$ cat config.mk
export PLATFORM = sky130hd
export DESIGN_NAME = mem_bus_arbiter
export DESIGN_NICKNAME = d
export VERILOG_FILES = /design/src/rtl/mem_bus_arbiter_pkg.sv /design/src/rtl/mem_bus_arbiter_watchdog.sv /design/src/rtl/mem_bus_arbiter.sv
export SDC_FILE = /design/constraint.sdc
export NUM_CORES = 1
export LEC_CHECK = 0
export BUFFER_PORTS_ARGS = -buffer_cell sky130_fd_sc_hd__clkbuf_2
export CAP_MARGIN = 10
export CELL_PAD_IN_SITES_DETAIL_PLACEMENT = 1
export CELL_PAD_IN_SITES_GLOBAL_PLACEMENT = 2
export CORE_MARGIN = 2
export CORE_UTILIZATION = 30
export CTS_CLUSTER_SIZE = 28
export DETAILED_ROUTE_END_ITERATION = 8
export MAX_ROUTING_LAYER = met4
export PLACE_DENSITY = 0.84
export SLEW_MARGIN = 20
export SYNTH_ARGS = -nofsm -noshare
export SYNTH_HDL_FRONTEND = slang
export SYNTH_SLANG_ARGS = --single-unit
$ cat constraint.sdc
create_clock -name clock -period 5.85 [get_ports clock]
set_input_delay 1.17 -clock clock [delete_from_list [all_inputs] [get_ports clock]]
set_output_delay 1.17 -clock clock [all_outputs]
set_load 0.03 [all_outputs]
$ cat src/rtl/mem_bus_arbiter_pkg.sv
// Shared types and bus widths for the IF/MEM external memory bus arbiter.
// Both masters use the same address/data widths.
package mem_bus_arbiter_pkg;

  localparam int MEM_ADDR_W = 32;
  localparam int MEM_DATA_W = 32;
  localparam int MEM_SEL_W  = 4;

  localparam logic [MEM_SEL_W-1:0] IF_SEL = 4'b1111;

  typedef enum logic [1:0] {
    ARB_IDLE      = 2'd0,
    ARB_GRANT_IF  = 2'd1,
    ARB_GRANT_MEM = 2'd2
  } arb_state_e;

endpackage

$ cat src/rtl/mem_bus_arbiter_watchdog.sv
// Per-transaction cycle counter; expired_o flags the last permitted wait cycle.
// The counter is held at zero while clear_i is high and advances only when enabled.
module mem_bus_arbiter_watchdog #(
  parameter int TIMEOUT_CYCLES = 16,
  parameter int COUNT_WIDTH    = 5
) (
  input  logic clock,
  input  logic reset,
  input  logic clear_i,
  input  logic enable_i,
  output logic expired_o
);

  logic [COUNT_WIDTH-1:0] count_q;
  logic [COUNT_WIDTH-1:0] count_d;

  always_comb begin
    count_d = count_q;
    if (clear_i) begin
      count_d = '0;
    end else if (enable_i) begin
      count_d = count_q + 1'b1;
    end
  end

  always_ff @(posedge clock or posedge reset) begin
    if (reset) begin
      count_q <= '0;
    end else begin
      count_q <= count_d;
    end
  end

  assign expired_o = (count_q == COUNT_WIDTH'(TIMEOUT_CYCLES - 1));

endmodule

$ cat src/rtl/mem_bus_arbiter.sv
// Shares one req/ack memory bus between instruction fetch and data access.
// MEM has fixed priority; a watchdog aborts grants the slave never acknowledges.
module mem_bus_arbiter
  import mem_bus_arbiter_pkg::*;
#(
  parameter int TIMEOUT_CYCLES = 16,
  parameter int COUNT_WIDTH    = 5
) (
  input  logic                  clock,
  input  logic                  reset,
  input  logic                  if_req,
  input  logic [MEM_ADDR_W-1:0] if_addr,
  output logic [MEM_DATA_W-1:0] if_rdata,
  output logic                  if_ready,
  output logic                  if_error,
  output logic                  stall_from_if,
  input  logic                  mem_req,
  input  logic                  mem_we,
  input  logic [MEM_ADDR_W-1:0] mem_addr,
  input  logic [MEM_SEL_W-1:0]  mem_sel,
  input  logic [MEM_DATA_W-1:0] mem_wdata,
  output logic [MEM_DATA_W-1:0] mem_rdata,
  output logic                  mem_ready,
  output logic                  mem_error,
  output logic                  stall_from_mem,
  output logic                  bus_req,
  output logic                  bus_we,
  output logic [MEM_ADDR_W-1:0] bus_addr,
  output logic [MEM_SEL_W-1:0]  bus_sel,
  output logic [MEM_DATA_W-1:0] bus_wdata,
  input  logic [MEM_DATA_W-1:0] bus_rdata,
  input  logic                  bus_ack,
  output logic [1:0]            arb_state
);

  arb_state_e state_q, state_d;
  logic bus_req_q, bus_req_d, bus_we_q, bus_we_d;
  logic [MEM_ADDR_W-1:0] bus_addr_q, bus_addr_d;
  logic [MEM_SEL_W-1:0]  bus_sel_q, bus_sel_d;
  logic [MEM_DATA_W-1:0] bus_wdata_q, bus_wdata_d;
  logic [MEM_DATA_W-1:0] if_rdata_q, if_rdata_d, mem_rdata_q, mem_rdata_d;
  logic if_ready_q, if_ready_d, if_error_q, if_error_d;
  logic mem_ready_q, mem_ready_d, mem_error_q, mem_error_d;
  logic wd_clear, wd_enable, wd_expired;
  logic eff_if, eff_mem;

  // A master's request is ignored in its own ready cycle: the pipeline consumes
  // the result on that edge, so the held request is already satisfied.
  assign eff_mem = mem_req && !mem_ready_q;
  assign eff_if  = if_req && !if_ready_q;

  mem_bus_arbiter_watchdog #(
    .TIMEOUT_CYCLES(TIMEOUT_CYCLES),
    .COUNT_WIDTH   (COUNT_WIDTH)
  ) u_watchdog (
    .clock    (clock),
    .reset    (reset),
    .clear_i  (wd_clear),
    .enable_i (wd_enable),
    .expired_o(wd_expired)
  );

  always_comb begin
    state_d     = state_q;
    bus_req_d   = bus_req_q;
    bus_we_d    = bus_we_q;
    bus_addr_d  = bus_addr_q;
    bus_sel_d   = bus_sel_q;
    bus_wdata_d = bus_wdata_q;
    if_rdata_d  = if_rdata_q;
    mem_rdata_d = mem_rdata_q;
    if_ready_d  = 1'b0;
    if_error_d  = 1'b0;
    mem_ready_d = 1'b0;
    mem_error_d = 1'b0;
    wd_clear    = 1'b0;
    wd_enable   = 1'b0;
    case (state_q)
      ARB_IDLE: begin
        wd_clear = 1'b1;
        if (eff_mem) begin
          state_d     = ARB_GRANT_MEM;
          bus_req_d   = 1'b1;
          bus_we_d    = mem_we;
          bus_addr_d  = mem_addr;
          bus_sel_d   = mem_sel;
          bus_wdata_d = mem_wdata;
        end else if (eff_if) begin
          state_d     = ARB_GRANT_IF;
          bus_req_d   = 1'b1;
          bus_we_d    = 1'b0;
          bus_addr_d  = if_addr;
          bus_sel_d   = IF_SEL;
          bus_wdata_d = '0;
        end
      end
      ARB_GRANT_IF, ARB_GRANT_MEM: begin
        if (bus_ack) begin
          state_d   = ARB_IDLE;
          bus_req_d = 1'b0;
          if (state_q == ARB_GRANT_IF) begin
            if_rdata_d = bus_rdata;
            if_ready_d = 1'b1;
          end else begin
            mem_ready_d = 1'b1;
            if (!bus_we_q) mem_rdata_d = bus_rdata;
          end
        end else if (wd_expired) begin
          state_d   = ARB_IDLE;
          bus_req_d = 1'b0;
          if (state_q == ARB_GRANT_IF) begin
            if_rdata_d = '0;
            if_ready_d = 1'b1;
            if_error_d = 1'b1;
          end else begin
            mem_rdata_d = '0;
            mem_ready_d = 1'b1;
            mem_error_d = 1'b1;
          end
        end else begin
          wd_enable = 1'b1;
        end
      end
      default: state_d = ARB_IDLE;
    endcase
  end

  always_ff @(posedge clock or posedge reset) begin
    if (reset) begin
      state_q     <= ARB_IDLE;
      bus_req_q   <= 1'b0;
      bus_we_q    <= 1'b0;
      bus_addr_q  <= '0;
      bus_sel_q   <= '0;
      bus_wdata_q <= '0;
      if_rdata_q  <= '0;
      mem_rdata_q <= '0;
      if_ready_q  <= 1'b0;
      if_error_q  <= 1'b0;
      mem_ready_q <= 1'b0;
      mem_error_q <= 1'b0;
    end else begin
      state_q     <= state_d;
      bus_req_q   <= bus_req_d;
      bus_we_q    <= bus_we_d;
      bus_addr_q  <= bus_addr_d;
      bus_sel_q   <= bus_sel_d;
      bus_wdata_q <= bus_wdata_d;
      if_rdata_q  <= if_rdata_d;
      mem_rdata_q <= mem_rdata_d;
      if_ready_q  <= if_ready_d;
      if_error_q  <= if_error_d;
      mem_ready_q <= mem_ready_d;
      mem_error_q <= mem_error_d;
    end
  end

  assign bus_req        = bus_req_q;
  assign bus_we         = bus_we_q;
  assign bus_addr       = bus_addr_q;
  assign bus_sel        = bus_sel_q;
  assign bus_wdata      = bus_wdata_q;
  assign if_rdata       = if_rdata_q;
  assign if_ready       = if_ready_q;
  assign if_error       = if_error_q;
  assign mem_rdata      = mem_rdata_q;
  assign mem_ready      = mem_ready_q;
  assign mem_error      = mem_error_q;
  assign stall_from_if  = if_req && !if_ready_q;
  assign stall_from_mem = mem_req && !mem_ready_q;
  assign arb_state      = state_q;

endmodule

==> summary.md, run 1 <==
| Metric | Value |
|---|---|
| Run status | finished, final reports clean |
| Clock-pin slew reported for the worst setup and hold paths after clock tree synthesis | 0.06 ns |
| Critical Path RT | 4.68 ns |
| Fraction of the cycle the final worst path needs | 60.00% |
| Synthesized instance count | 418 |
| Starting Density | 30.39% |
| Routed via count | 4473 |
| Area of all placed cells without fillers | 8317 um2 |
| Dominant register cell in the synthesized netlist | dfrtp_1 |
| Ordered list of cells on the worst path | clkbuf_2 > nand2b_1 > inv_2 > clkbuf_2 |
| Final worst path period need | 3.510 ns |
| Count of clock tree sinks | 145 |
| First drt pass iteration count | 4 |
| Area growth from synthesis to final layout | 36.13% |
| Cell types with the largest area share after synthesis | dfrtp_1 (59%), mux2_2 (22%), a22o_1 (4.7%) |
| Gr ovfl total | 0 |
| DR DRC count | 0 |
| Number of antenna cells inserted | 0 |
| Core Box Area | 20100 um2 |
| Number of enable-type register cells in the synthesized netlist | 0 |
| Max stage delay cell, worst path | inv_2 |
| CTS tree | built |
| Via count of the first global-routing pass | 4910 |
| Final wirelength | 16.51 mm |
| Total cell area at the placement stage | 7740 um2 |
| Netlist Area Pre-Place | 6110 um2 |
| Pin count of the biggest net entering global routing | 97 |
| Data arrival, critical path | 2.34 ns |
| Pwr Density | 627.8 nW/um2 |
| Total number of yosys warnings | 0 |
| Post-Route Skew | 0.007352 ns |
| Startpoint Class | input pin |
| Static leakage | 4.267 nW |
| Setup repair after global routing missed its margin | no |
| Total negative setup slack | 0 ns |
| DRC violation total after the first TritonRoute iteration | 139 |
| Final Slew Violations | 0 |
| Post-synthesis area per instance | 14.62 um2 |
| Largest driver fanout on the critical path | 36 |
| Yosys top cell area share | 59.39% |
| Die span in y | 146.7 um |
| Worst setup path class | in2out |
| Number of antenna violations at the first check in global routing | 0 |
| Dominant cell type by area after synthesis | dfrtp_1 |
| Sequential share of the synthesized area | 59.39% |
| #FFs+latches synth | 145 |
| Max Clock Freq | 284.9 MHz |
| Synthesized netlist net count | 561 |
| Count of nets left with antenna violations after detail routing | 0 |
| Crit-path leading delay family | buffers and inverters |
| Total of endpoints with negative setup slack in the final report | 0 |
| VDD IR max | 0.0002556 V |
| Post-CTS setup buffers | 0 |
| Number of buffers added on ports | 279 |
| Relative max-transition margin | 42.76% |
| Most Frequent Cell on Critical Path | clkbuf_2 |
| GR Util All Layers | 16.28% |
| Total of cells resized after clock tree synthesis | 0 |
| Commonest non-fill, non-tap cell in the layout | clkbuf_2 |
| Post-CTS Hold Fix Bufs | 0 |
| Worst path max stage delay | 0.59 ns |
| Transition at the pin with the smallest max-transition slack | 0.8587 ns |
| Final hold viol count | 0 |
| Top-level I/O count | 280 |
| Wire length of the first global-routing pass | 26.78 mm |
| Top library cells by usage in the layout, fill and taps aside | clkbuf_2 (279), dfrtp_1 (145), mux2_2 (120) |
| Class of the tightest hold or removal check | reg2reg |
| Total die area | 21520 um2 |
| H-Tree Level Count | 4 |
| Number of max-cap violations | 0 |
| Async set-reset flop share out of synthesis | 100.0% |
| Gp weighted congestion | 0.7650 |
| Insertion delay to the later sink of the worst-skew pair | 0.41 ns |
| Die X-Extent | 146.7 um |
| # rows | 52 |
| Worst Setup End Kind | output pin |
| Proportion of layout cells with a drive suffix above 1 | 62.29% |
| Synth unique cells | 37 |
| Routed length per placed instance | 16.88 um |
| TritonCTS buffer count | 17 |
| Detailed placer's ending HPWL | 12.29 mm |
| NumNets Final | 839 |
| Largest buffer count on any clock path | 2 |
| Count of buffer and inverter cells on the critical path | 3 |
| Vias per cell | 4.574 |
| Root buffer cell | clkbuf_16 |
## state kept, by name (all words and copies together), names as in the netlist, 2 cells and up
name,flops
if_rdata,32
arb_state,2
mem_rdata,32
u_watchdog.count_q,5
bus_wdata,32
bus_addr,32
bus_sel,4
## Yosys cell counts, types with 2 or more instances
| cell | number |
|---|---|
| a21oi_1 | 2 |
| a22o_1 | 33 |
| and2_1 | 31 |
| buf_2 | 10 |
| buf_4 | 5 |
| buf_6 | 5 |
| clkbuf_1 | 5 |
| dfrtp_1 | 145 |
| ha_1 | 5 |
| inv_1 | 8 |
| mux2_1 | 5 |
| mux2_2 | 120 |
| mux2i_1 | 3 |
| nand2_1 | 5 |
| nand2b_1 | 2 |
| nor2_1 | 6 |
| nor2b_1 | 2 |
| o21ai_0 | 3 |
| o22a_1 | 4 |
| xnor2_1 | 2 |
## per-layer routing
layer  track usage (%)  part of all wire (%)  vias to the layer above
li1                  -                     -                     2052
met1             19.50                    42                     2226
met2             26.53                    49                      171
met3             4.441                   6.4                       24
met4             5.825                   2.3                        0
met5                 -                     0                        -
## final timing paths
path	start	end	slack, ns	depth (start not counted)
max	mem_req	stall_from_mem	2.34	4
min	bus_req$_DFFE_PP0P_	bus_req$_DFFE_PP0P_	0.49	1
max reg2reg	u_watchdog.count_q[0]$_DFFE_PP0P_	mem_rdata[23]$_DFFE_PP0P_	3.10	7
min reg2reg	bus_req$_DFFE_PP0P_	bus_req$_DFFE_PP0P_	0.49	1
max in group asynchronous	reset	if_rdata[23]$_DFFE_PP0P_	3.70	3
min in group asynchronous	reset	bus_addr[22]$_DFFE_PP0P_	0.95	2
## power by group
| group | internal (mW) | switching [mW] | total (mW) |
|---|---|---|---|
| clock | 0.607 | 0.407 | 1.01 |
| combinational | 0.888 | 1.59 | 2.47 |
| sequential | 1.46 | 0.269 | 1.73 |
## cell families after synthesis
family | count (synthesis) | share of synthesized area [%]
simple gates | 52 | 5.304
buf+inv | 34 | 3.215
compound gates | 52 | 7.250
xor+xnor | 2 | 0.2868
mux | 128 | 23.53
fa+ha+maj | 5 | 1.024
flops | 145 | 59.39
## area by class of cell
class | instances | area [um2]
clock inverter | 8 | 80.08
sequential | 145 | 3628
multi-input combinational | 239 | 2310
timing repair buffer | 284 | 1454
clock buffer | 23 | 467.9
inverter | 9 | 38.79
fill | 2214 | 11790
tap | 270 | 337.8
## per-stage QoR
step | util (%) | hold slack [ns] | std cells | total power [mW] | setup WS (ns)
2_1_floorplan | - | 0.5129 | 418 | 3.469 | 0.7854
3_3_place_gp | 38.50 | 0.4658 | 946 | 4.148 | 2.378
3_5_place_dp | 38.50 | 0.4745 | 946 | 4.239 | 2.298
4_1_cts | 41.22 | 0.4993 | 977 | 5.286 | 2.312
5_1_grt | 41.37 | 0.5105 | 978 | 5.529 | 2.226
6_report | 41.37 | 0.4941 | 978 | 5.222 | 2.340
Power figures use the tool's default switching activity.
==> run 2, diff against run 1 <==
--- a/config.mk
+++ b/config.mk
@@ -10,11 +10,11 @@
 export CELL_PAD_IN_SITES_DETAIL_PLACEMENT = 1
 export CELL_PAD_IN_SITES_GLOBAL_PLACEMENT = 2
 export CORE_MARGIN = 2
-export CORE_UTILIZATION = 30
+export CORE_UTILIZATION = 27
 export CTS_CLUSTER_SIZE = 28
 export DETAILED_ROUTE_END_ITERATION = 8
 export MAX_ROUTING_LAYER = met4
-export PLACE_DENSITY = 0.84
+export PLACE_DENSITY = 0.8
 export SLEW_MARGIN = 20
 export SYNTH_ARGS = -nofsm -noshare
 export SYNTH_HDL_FRONTEND = slang
==> constraint.sdc (replaced) <==
create_clock -name clock -period 2.9 [get_ports clock]
set_input_delay 0.58 -clock clock [delete_from_list [all_inputs] [get_ports clock]]
set_output_delay 0.58 -clock clock [all_outputs]
set_load 0.03 [all_outputs]
==> run 2 against run 1 <==
- utilization shrank 3.7 points
- sequential share of layout area shrank 0.70 points
- clock power grew 120%
- setup slack lost 1.7 ns
- cell count grew 2.2%
- design area grew 1.6%
- count of clock-buffer cells in the layout shrank 2
- flip-flop and latch count is the same
- routed wire length shrank 0.67%
- clock skew grew 0.0021 ns
- largest cell class unchanged
- largest power group unchanged
- highest routed layer unchanged
==> summary.md, run 2 (synthesis results as in run 1) <==
| Metric | Value |
|---|---|
| Top library cells by usage in the layout, fill and taps aside | clkbuf_2 (279), dfrtp_1 (145), mux2_2 (120) |
| Routed via count | 4473 |
| Area growth from synthesis to final layout | 38.34% |
| Via count of the first global-routing pass | 4851 |
| Run status | finished, final reports clean |
| Worst path max stage delay | 0.39 ns |
| Number of buffers added on ports | 279 |
| Final hold viol count | 0 |
| Total negative setup slack | 0 ns |
| Final worst path period need | 2.294 ns |
| Fillcell total | 2493 |
| VDD IR max | 0.0004380 V |
| Data arrival, critical path | 1.71 ns |
| Wire length of the first global-routing pass | 26.09 mm |
| Vias per cell | 4.473 |
| Worst hold slack after final layout | 0.2927 ns |
| Largest driver fanout on the critical path | 22 |
| Gp weighted congestion | 0.7366 |
| Root buffer cell | clkbuf_16 |
| Max stage delay cell, worst path | inv_2 |
| Core Box Area | 22430 um2 |
| Worst Setup End Kind | output pin |
| Starting Density | 27.23% |
| DR DRC count | 0 |
| Class of the tightest hold or removal check | in2async |
| Gr ovfl total | 0 |
| Post-Route Skew | 0.009496 ns |
| Die X-Extent | 154.4 um |
| Total of endpoints with negative setup slack in the final report | 0 |
| Proportion of layout cells with a drive suffix above 1 | 62.89% |
| Commonest non-fill, non-tap cell in the layout | clkbuf_2 |
| Final Slew Violations | 0 |
| Clock-pin slew reported for the worst setup and hold paths after clock tree synthesis | 0.06 ns |
| Fraction of the cycle the final worst path needs | 79.10% |
| Final wirelength | 16.40 mm |
| First drt pass iteration count | 4 |
| H-Tree Level Count | 4 |
| Insertion delay to the later sink of the worst-skew pair | 0.41 ns |
| Total die area | 23850 um2 |
| Crit-path leading delay family | buffers and inverters |
| CTS tree | built |
| Largest buffer count on any clock path | 2 |
| Total of cells resized after clock tree synthesis | 0 |
| Detailed placer's ending HPWL | 11.88 mm |
| Static leakage | 4.320 nW |
| Post-CTS Hold Fix Bufs | 0 |
| Relative max-transition margin | 55.09% |
| Die span in y | 154.4 um |
| Setup repair after global routing missed its margin | no |
| Max Clock Freq | 435.9 MHz |
| TritonCTS buffer count | 17 |
| Post-CTS setup buffers | 0 |
| GR Util All Layers | 14.28% |
| Final Core Density | 37.67% |
| Top-level I/O count | 280 |
| Ordered list of cells on the worst path | nand2b_1 > inv_2 > clkbuf_2 |
| Count of buffer and inverter cells on the critical path | 2 |
| Pwr Density | 1263 nW/um2 |
| Pin count of the biggest net entering global routing | 95 |
| Number of antenna violations at the first check in global routing | 1 |
| NumNets Final | 844 |
| Transition at the pin with the smallest max-transition slack | 0.6737 ns |
| Worst setup path class | reg2out |
| Number of max-cap violations | 0 |
| Routed length per placed instance | 16.40 um |
| Critical Path RT | 2.32 ns |
| DRC violation total after the first TritonRoute iteration | 97 |
| # rows | 55 |
| Startpoint Class | flip-flop |
| Count of clock tree sinks | 145 |
| Count of nets left with antenna violations after detail routing | 0 |
run 2: changes by cell type in the layout (fill, tap and decap cells not counted):
cell / before / now
and2_1: 30 / 31
diode_2: 0 / 1
buf_16: 1 / 0
clkbuf_1: 4 / 1
clkinvlp_4: 0 / 2
buf_4: 4 / 6
and2_2: 1 / 0
clkbuf_8: 2 / 3
buf_12: 0 / 4
bufinv_16: 1 / 2
run 2: metrics by stage:
stage          setup slack (ns)  power, mW  std cells  instance area [um2]
2_1_floorplan            0.5010      6.998        418                 6113
3_3_place_gp             0.6288      8.482        967                 7853
3_5_place_dp             0.5764      8.601        967                 7853
4_1_cts                  0.5390      10.89        999                 8449
5_1_grt                  0.4895      11.30       1000                 8452
6_report                 0.6060      10.67       1000                 8452
run 2: worst paths after layout:
check,startpoint,endpoint,slack (ns),cells after the start
setup / recovery,mem_ready$_DFF_PP0_,stall_from_mem,0.61,3
hold / removal,reset,mem_rdata[0]$_DFFE_PP0P_,0.29,3
setup reg to reg,u_watchdog.count_q[0]$_DFFE_PP0P_,mem_rdata[13]$_DFFE_PP0P_,0.68,7
hold reg to reg,if_rdata[0]$_DFFE_PP0P_,if_rdata[0]$_DFFE_PP0P_,0.49,2
max in group asynchronous,reset,bus_wdata[6]$_DFFE_PP0P_,2.02,3
min in group clock,mem_wdata[19],bus_wdata[19]$_DFFE_PP0P_,0.38,2
run 2: tightest hold or removal path, delay by kind of cell:
family / cells / cell delay [ns]
buf+inv: 3 / 0.55
run 2: per-layer routing:
metal	wire length [um]	track usage (%)	up-vias	share of wire (%)
met5	0	-	-	0
met1	6769	16.41	2245	41
met4	370	5.423	0	2.3
met3	981	3.362	19	6.0
li1	-	-	2054	-
met2	8280	24.30	155	50
run 2: final cells by class:
| class | instances | area (um2) | area share, % |
|---|---|---|---|
| flip-flops and latches | 145 | 3628 | 42.93 |
| multi-input cells | 239 | 2308 | 27.31 |
| repair buffers | 289 | 1521 | 18.00 |
| clock buffers | 21 | 470.5 | 5.566 |
| well taps | 285 | 356.6 | 4.219 |
| clock inverters | 11 | 126.4 | 1.495 |
| inverters | 9 | 37.54 | 0.4441 |
| diodes | 1 | 2.502 | 0.02961 |
run 2: power breakdown:
part	switching (mW)	internal, mW	leakage [nW]	total [mW]
logic	3.20	1.82	2.19	5.01
registers	0.501	2.95	1.83	3.45
clock network	0.865	1.34	0.294	2.21
total	4.56	6.11	4.32	10.7
